`config.mk`:
```
export PLATFORM = sky130hd
export DESIGN_NAME = imem_loader_flat
export DESIGN_NICKNAME = d
export VERILOG_FILES = /design/src/rtl/imem_loader_if.sv /design/src/rtl/imem_loader.sv /design/src/flat_wrapper.sv
export SDC_FILE = /design/constraint.sdc
export NUM_CORES = 1
export LEC_CHECK = 0
export BUFFER_PORTS_ARGS = -buffer_cell sky130_fd_sc_hd__buf_2
export CORE_UTILIZATION = 40
export DETAILED_ROUTE_END_ITERATION = 10
export MAX_ROUTING_LAYER = met4
export PLACE_DENSITY_LB_ADDON = 0.05
export SLEW_MARGIN = 10
export SYNTH_ARGS = -nofsm -noshare
export SYNTH_HDL_FRONTEND = slang
export SYNTH_SLANG_ARGS = --single-unit
```
`constraint.sdc`:
```
create_clock -name clk -period 3.7 [get_ports clk]
set_clock_uncertainty 0.1 [all_clocks]
set_input_delay 0.185 -clock clk [delete_from_list [all_inputs] [get_ports clk]]
set_output_delay 0.185 -clock clk [all_outputs]
set_load 0.03 [all_outputs]
```
`src/rtl/imem_loader_if.sv`:
```
// Stream-in handshake plus instruction-memory write port and loader status.
interface imem_loader_if;
  localparam int unsigned AW = 10;
  localparam int unsigned CW = 11;

  logic          in_valid;
  logic [7:0]    in_data;
  logic          in_ready;
  logic          wr_en;
  logic [AW-1:0] wr_addr;
  logic [7:0]    wr_data;
  logic          cpu_run;
  logic [63:0]   entry_pc;
  logic          load_err;
  logic [CW-1:0] byte_count;

  // Stream source / memory + processor side
  modport master (
    output in_valid, in_data,
    input  in_ready, wr_en, wr_addr, wr_data, cpu_run, entry_pc, load_err, byte_count
  );

  // Loader side
  modport slave (
    input  in_valid, in_data,
    output in_ready, wr_en, wr_addr, wr_data, cpu_run, entry_pc, load_err, byte_count
  );
endinterface

```
`src/rtl/imem_loader.sv`:
```
// Byte-serial framed program loader for the Y86-64 instruction memory.
module imem_loader (
  input logic         clk,
  input logic         rst_n,
  imem_loader_if.slave bus
);
  localparam int unsigned MEM_BYTES = 1024;
  localparam int unsigned AW        = 10;
  localparam int unsigned LW        = AW + 1;
  localparam int unsigned CW        = 11;
  localparam int unsigned SW        = 17;

  typedef enum logic [2:0] {
    S_AH, S_AL, S_LH, S_LL, S_DATA, S_CSUM, S_DONE, S_ERR
  } state_e;

  state_e        state_q, state_d;
  logic [AW-1:0] addr_q, addr_d;
  logic [7:0]    len_hi_q, len_hi_d;
  logic [LW-1:0] len_q, len_d;
  logic [LW-1:0] ptr_q, ptr_d;
  logic [7:0]    csum_q, csum_d;
  logic          wr_en_q, wr_en_d;
  logic [AW-1:0] wr_addr_q, wr_addr_d;
  logic [7:0]    wr_data_q, wr_data_d;
  logic          cpu_run_q, cpu_run_d;
  logic [AW-1:0] entry_q, entry_d;
  logic          load_err_q, load_err_d;
  logic [CW-1:0] byte_count_q, byte_count_d;

  logic          in_ready_c;
  logic          accept_c;
  logic [15:0]   len_full_c;
  logic [SW-1:0] end_c;

  // Ready is gated by reset so the source sees 0 while rst_n is low.
  assign in_ready_c = rst_n && (state_q != S_DONE) && (state_q != S_ERR);
  assign accept_c   = bus.in_valid && in_ready_c;
  assign len_full_c = {len_hi_q, bus.in_data};
  assign end_c      = SW'(addr_q) + SW'(len_full_c);

  // Frame parser: next state, write strobe, checksum and status updates.
  always_comb begin
    state_d      = state_q;
    addr_d       = addr_q;
    len_hi_d     = len_hi_q;
    len_d        = len_q;
    ptr_d        = ptr_q;
    csum_d       = csum_q;
    wr_en_d      = 1'b0;
    wr_addr_d    = wr_addr_q;
    wr_data_d    = wr_data_q;
    cpu_run_d    = cpu_run_q;
    entry_d      = entry_q;
    load_err_d   = load_err_q;
    byte_count_d = byte_count_q;

    if (accept_c) begin
      case (state_q)
        S_AH: begin
          if (bus.in_data[7:2] != 6'd0) begin
            state_d    = S_ERR;
            load_err_d = 1'b1;
          end else begin
            addr_d  = {bus.in_data[1:0], 8'h00};
            state_d = S_AL;
          end
        end
        S_AL: begin
          addr_d  = {addr_q[AW-1:8], bus.in_data};
          state_d = S_LH;
        end
        S_LH: begin
          len_hi_d = bus.in_data;
          state_d  = S_LL;
        end
        S_LL: begin
          csum_d = 8'h00;
          ptr_d  = '0;
          if (len_full_c == 16'd0) begin
            state_d   = S_DONE;
            cpu_run_d = 1'b1;
            entry_d   = addr_q;
          end else if (end_c > SW'(MEM_BYTES)) begin
            // Also covers LEN > MEM_BYTES since addr is non-negative.
            state_d    = S_ERR;
            load_err_d = 1'b1;
          end else begin
            len_d   = LW'(len_full_c);
            state_d = S_DATA;
          end
        end
        S_DATA: begin
          wr_en_d   = 1'b1;
          wr_addr_d = addr_q + ptr_q[AW-1:0];
          wr_data_d = bus.in_data;
          csum_d    = csum_q ^ bus.in_data;
          ptr_d     = ptr_q + LW'(1);
          if (byte_count_q != {CW{1'b1}}) byte_count_d = byte_count_q + CW'(1);
          if (ptr_q + LW'(1) == len_q) state_d = S_CSUM;
        end
        S_CSUM: begin
          if (bus.in_data == csum_q) begin
            state_d = S_AH;
          end else begin
            state_d    = S_ERR;
            load_err_d = 1'b1;
          end
        end
        default: ;
      endcase
    end
  end

  // State and registered outputs; async reset drops any pending write.
  always_ff @(posedge clk or negedge rst_n) begin
    if (!rst_n) begin
      state_q      <= S_AH;
      addr_q       <= '0;
      len_hi_q     <= '0;
      len_q        <= '0;
      ptr_q        <= '0;
      csum_q       <= '0;
      wr_en_q      <= 1'b0;
      wr_addr_q    <= '0;
      wr_data_q    <= '0;
      cpu_run_q    <= 1'b0;
      entry_q      <= '0;
      load_err_q   <= 1'b0;
      byte_count_q <= '0;
    end else begin
      state_q      <= state_d;
      addr_q       <= addr_d;
      len_hi_q     <= len_hi_d;
      len_q        <= len_d;
      ptr_q        <= ptr_d;
      csum_q       <= csum_d;
      wr_en_q      <= wr_en_d;
      wr_addr_q    <= wr_addr_d;
      wr_data_q    <= wr_data_d;
      cpu_run_q    <= cpu_run_d;
      entry_q      <= entry_d;
      load_err_q   <= load_err_d;
      byte_count_q <= byte_count_d;
    end
  end

  assign bus.in_ready   = in_ready_c;
  assign bus.wr_en      = wr_en_q;
  assign bus.wr_addr    = wr_addr_q;
  assign bus.wr_data    = wr_data_q;
  assign bus.cpu_run    = cpu_run_q;
  assign bus.entry_pc   = 64'(entry_q);
  assign bus.load_err   = load_err_q;
  assign bus.byte_count = byte_count_q;
endmodule

```
`src/flat_wrapper.sv`:
```
// flat-port wrapper written by rule: the top's interface ports become plain ports
module imem_loader_flat 
  (clk, rst_n, bus_in_valid, bus_in_data, bus_in_ready, bus_wr_en, bus_wr_addr, bus_wr_data, bus_cpu_run, bus_entry_pc, bus_load_err, bus_byte_count);
  imem_loader_if bus_i ();
  input logic clk;
  input logic rst_n;
  input wire logic [$bits(bus_i.in_valid)-1:0] bus_in_valid;
  input wire logic [$bits(bus_i.in_data)-1:0] bus_in_data;
  output wire logic [$bits(bus_i.in_ready)-1:0] bus_in_ready;
  output wire logic [$bits(bus_i.wr_en)-1:0] bus_wr_en;
  output wire logic [$bits(bus_i.wr_addr)-1:0] bus_wr_addr;
  output wire logic [$bits(bus_i.wr_data)-1:0] bus_wr_data;
  output wire logic [$bits(bus_i.cpu_run)-1:0] bus_cpu_run;
  output wire logic [$bits(bus_i.entry_pc)-1:0] bus_entry_pc;
  output wire logic [$bits(bus_i.load_err)-1:0] bus_load_err;
  output wire logic [$bits(bus_i.byte_count)-1:0] bus_byte_count;
  assign bus_i.in_valid = bus_in_valid;
  assign bus_i.in_data = bus_in_data;
  assign bus_in_ready = bus_i.in_ready;
  assign bus_wr_en = bus_i.wr_en;
  assign bus_wr_addr = bus_i.wr_addr;
  assign bus_wr_data = bus_i.wr_data;
  assign bus_cpu_run = bus_i.cpu_run;
  assign bus_entry_pc = bus_i.entry_pc;
  assign bus_load_err = bus_i.load_err;
  assign bus_byte_count = bus_i.byte_count;
  imem_loader u_core (.clk(clk), .rst_n(rst_n), .bus(bus_i));
endmodule
```
== Word-level counts from Yosys, hierarchy flattened ==
Index checks and enable logic that the tools add are counted.
W data, S select, Z words.

* Bits in registers: 93
* Bits of input ports: 11

* Add/subtract/negate cells: 4
* Order comparisons: 1
* Equality and inequality tests: 16
* Mux-type cells: 17
* Bitwise operators: 5
* Reductions and logical operators: 20

{| class="wikitable"
|+ Operators by type and width
! operator !! count
|-
| $add A11 B1 Y11 const B || 2
|-
| $pmux W11 S2 || 1
|-
| $pmux W10 S2 || 1
|-
| $pmux W3 S6 || 1
|-
| $add A10 B16 Y17 || 1
|-
| $gt A17 B11 Y1 const B || 1
|-
| $logic_not A16 Y1 || 1
|-
| $pmux W8 S2 || 1
|-
| $mux W3 || 4
|-
| $reduce_and A3 Y1 || 4
|-
| $reduce_bool A6 Y1 || 2
|-
| $eq A11 B11 Y1 || 1
|-
| $ne A11 B11 Y1 const B || 1
|-
| $add A10 B10 Y10 || 1
|-
| $mux W10 || 1
|-
| $eq A8 B8 Y1 || 1
|-
| $reduce_and A4 Y1 || 2
|-
| $xor A8 B8 Y8 || 1
|-
| $eq A3 B2 Y1 const B || 2
|-
| $eq A3 B3 Y1 const B || 2
|-
| $mux W1 || 6
|-
| $ne A2 B1 Y1 const B || 3
|-
| $ne A2 B2 Y1 const B || 3
|-
| $ne A3 B3 Y1 const B || 2
|-
| 10 further kinds || 18
|}

== Longest topological paths before layout ==
* Depth in word-level cells: 5
* Depth in mapped cells: 11

== Least setup slack after synthesis ==
Ideal clock, no wire load.

* Path kind: register -> register
* From: register u_core.addr_q[0]
* To: register u_core.len_q[0]
* Setup time: 125 ps
* Data arrival time: 3,213 ps
* Required time: 3,475 ps
* Setup slack: 262 ps
* Cell stages (with the launch flop): 11
* Path buffers: 1
* Clock period less this slack: 3,438 ps
* Cells stage by stage: dfrtp_1 ha_1 fa_1 a2111oi_2 nand4_1 a211o_1 nor4_2 o32ai_1 or4b_4 buf_6 mux2_4

* Word-level cells in the longest chain between the ends: 4

{| class="wikitable"
|+ Ends and longest elaborated chain
! what !! line !! text
|-
| start: declaration || imem_loader.sv:18 || <nowiki>logic [AW-1:0] addr_q, addr_d;</nowiki>
|-
| start signal: assignment || imem_loader.sv:133 || <nowiki>addr_q <= addr_d;</nowiki>
|-
| $add A10 B16 Y17 || imem_loader.sv:40 || <nowiki>assign end_c = SW'(addr_q) + SW'(len_full_c);</nowiki>
|-
| $gt A17 B11 Y1 || imem_loader.sv:84 || <nowiki>end else if (end_c > SW'(MEM_BYTES)) begin</nowiki>
|-
| $not A1 Y1 (no source line) || n/a ||
|-
| $reduce_and A4 Y1 (no source line) || n/a ||
|-
| end signal: assignment || imem_loader.sv:135 || <nowiki>len_q <= len_d;</nowiki>
|-
| end: declaration || imem_loader.sv:20 || <nowiki>logic [LW-1:0] len_q, len_d;</nowiki>
|}

Every way passes these cells.
A chain may end at the register's enable or synchronous reset.

== Worst setup path in the final report ==
* From: register u_core.addr_q[0]
* To: register u_core.len_q[10]

The elaborated chain is that of the path after synthesis.

==> qor.yml <==
run_status:
  status: "finished clean"
cells_and_area:
  final_common_cell: "dfrtp_1"
  mostFrequentLayoutCells: "dfrtp_1 (93), nand2_1 (90), o21ai_0 (60)"
  nets: 711
  area_growth_pct: 12.3
  fin_area_um2: 6430
  final_util_pct: 46.1
  antenna_cells: 0
  drive_gt1_share_pct: 18.9
global_routing:
  grt_pass1_wl_mm: 22.4
  grt_max_degree: 80
  grtUsageTotal_pct: 20.4
  grt_overflow: 0
  grt_pass1_vias: 4337
  antenna_found_initial: 0
sta:
  slew_headroom_pct: 29.2
  fin_crit_sh_pct: 96.8
  setup_viol: 0
  rsz0062_at_grt: "false"
  report.final.slew_viol_count: 0
  setup_slack_ns: 0.118
  fmax_mhz: 279
  finalHoldWorstSlack_ns: 0.147
  period_minus_slack_ns: 3.58
  worst_pin_slew_ns: 1.05
  hold_violations: 0
  finalSetupTns_ns: 0
power:
  pwr_density_cell_nw_per_um2: 629
  leakagePower_nw: 3.13
  peakVddDrop_v: 0.000365
placement:
  placed_cell_area_um2: 6080
  gp_congestion: 0.955
  hpwl_mm: 9.99
  pre_cts_slack_ns: 0.0376
  portBuffers: 53
critical_path:
  required_ns: 3.83
  crit_slowest_cell: "or4b_4"
  cp.buffers_inverters: 0
  max_stage_delay_ns: 0.65
  cp-end-kind: "flip-flop"
  start_kind: "flip-flop"
  crit_family: "simple AND/OR/NAND/NOR gates"
  worstPathCellList: "ha_1, fa_1, a2111oi_2, nand4_1, a211o_1, nor4_4, o32ai_1, or4b_4, mux2_1"
  crit_type: "reg2reg"
  crit_arrival_ns: 3.71
  worstPathMaxFanout: 11
logic_synthesis:
  ys_warn_count: 0
  ys.flop_type: "dfrtp_1"
  ys_seq_elements: 93
  netlist_instances: 611
  ys_async_sr_fraction_pct: 100
  avgSynthCellArea_um2: 9.37
  synth_edf_count: 0
  synth.cell_area_um2: 5720
  ys_types: 65
  synth_seq_area_share_pct: 40.7
floorplanning:
  start_util_pct: 41.1
  die_h_um: 122
  rows: 43
  io_pins: 108
  dieArea_um2: 14800
  coreArea_um2: 13900
  die_w_um: 122
cts:
  post_cts_buffers: 0
  root_buffer: "clkbuf_16"
  cts_sinks: 93
  path_clk_slew_ns: 0.07
  cts_htree_levels: 3
  insertion_delay_ns: 0.35
  cts_tree: "yes"
  clock_path_buffers: 2
  cts_buffers: 9
route:
  drt_iter0_drc: 245
  vias: 4490
  via_per_inst: 5.21
  ant_nets: 0
  routed_wl_mm: 13.7
  drc: 0
  drt-pass1-iter-count: 5
  wl_per_cell_um: 16.0
flow_run:
  cap_violations: 0
worst_hold_path:
  hold_class: "in2async"
Yosys cell counts, drive strengths merged (14+ instances only):
cell type,instances,area [um^2]
dfrtp,93,2330
nand2,91,344
o21ai,61,305
buf,56,420
mux2,31,387
xnor2,28,245
a21oi,24,120
nor2,24,90.1
ha,22,275
inv,19,71.3
clkbuf,17,63.8
nor3,17,85.1
nand3,14,70.1
power by group:
group	internal, W	switching (W)
Combinational	0.000615	0.000949
Sequential	0.00122	0.000246
Clock	0.000596	0.000416
Total	0.00243	0.00161
per-stage QoR:
step                      instances  total power (W)
final                           861          0.00404
after global routing            861          0.00434
after CTS                       861          0.00406
after detailed placement        844          0.00303
after global placement          844          0.00300
after floorplan                 664          0.00260
registers in the layout (all words and copies together) (netlist names):
name                   count
u_core.bus.cpu_run         1
u_core.state_q             3
u_core.entry_q            10
u_core.addr_q             10
u_core.bus.wr_addr        10
u_core.len_q              11
u_core.bus.wr_en           1
u_core.csum_q              8
u_core.bus.byte_count     11
u_core.ptr_q              11
u_core.len_hi_q            8
u_core.bus.wr_data         8
u_core.bus.load_err        1
cell families (layout without fill, tap and decap cells):
kind of cell / Yosys count / in the layout / share of synthesized area [%]
and+or+nand+nor: 195 / 195 / 16.5
AOI/OAI and AO/OA: 133 / 133 / 14.3
DFF: 93 / 93 / 40.7
buffers and inverters: 92 / 109 / 9.71
xor gates and xnor gates: 39 / 39 / 5.97
muxes: 34 / 34 / 7.28
adders and majority gates: 24 / 24 / 5.51
other: 1 / 54 / 0.0655
final timing paths:
check,start,endpoint,slack [ns],cells past startpoint
worst max register to register,u_core.addr_q[0],u_core.len_q[10],0.12,9
worst max-delay path,u_core.addr_q[0],u_core.len_q[10],0.12,9
max in group asynchronous,rst_n,u_core.len_hi_q[4],2.05,3
min in group clk,bus_in_data[6],u_core.addr_q[6],0.16,4
worst min register to register,u_core.bus.cpu_run,u_core.bus.cpu_run,0.37,1
worst min-delay path,rst_n,u_core.bus.wr_data[7],0.15,2
layer usage:
layer / share of wire [%] / GRT usage (%)
met1: 47 / 27.6
met3: 4.1 / 2.81
met4: 2.2 / 8.02
met2: 46 / 30.9
met5: 0 / -
repair_timing:
| action | 4_1_cts | 5_1_grt |
|---|---|---|
| hold endpoints to repair | 14 | 0 |
| setup endpoints to repair | 0 | 11 |
| gates resized for setup | 0 | 2 |
| hold buffers | 1 | 0 |
area by class of cell:
cell class | instances | area, um^2
sequential | 93 | 2330
tap | 180 | 225
clock inverter | 7 | 97.6
clock buffer | 9 | 225
fill | 1362 | 7510
timing repair buffer | 74 | 428
inverter | 19 | 71.3
multi-input combinational | 479 | 3050
Note: power is estimated with default switching activity, not from simulation.
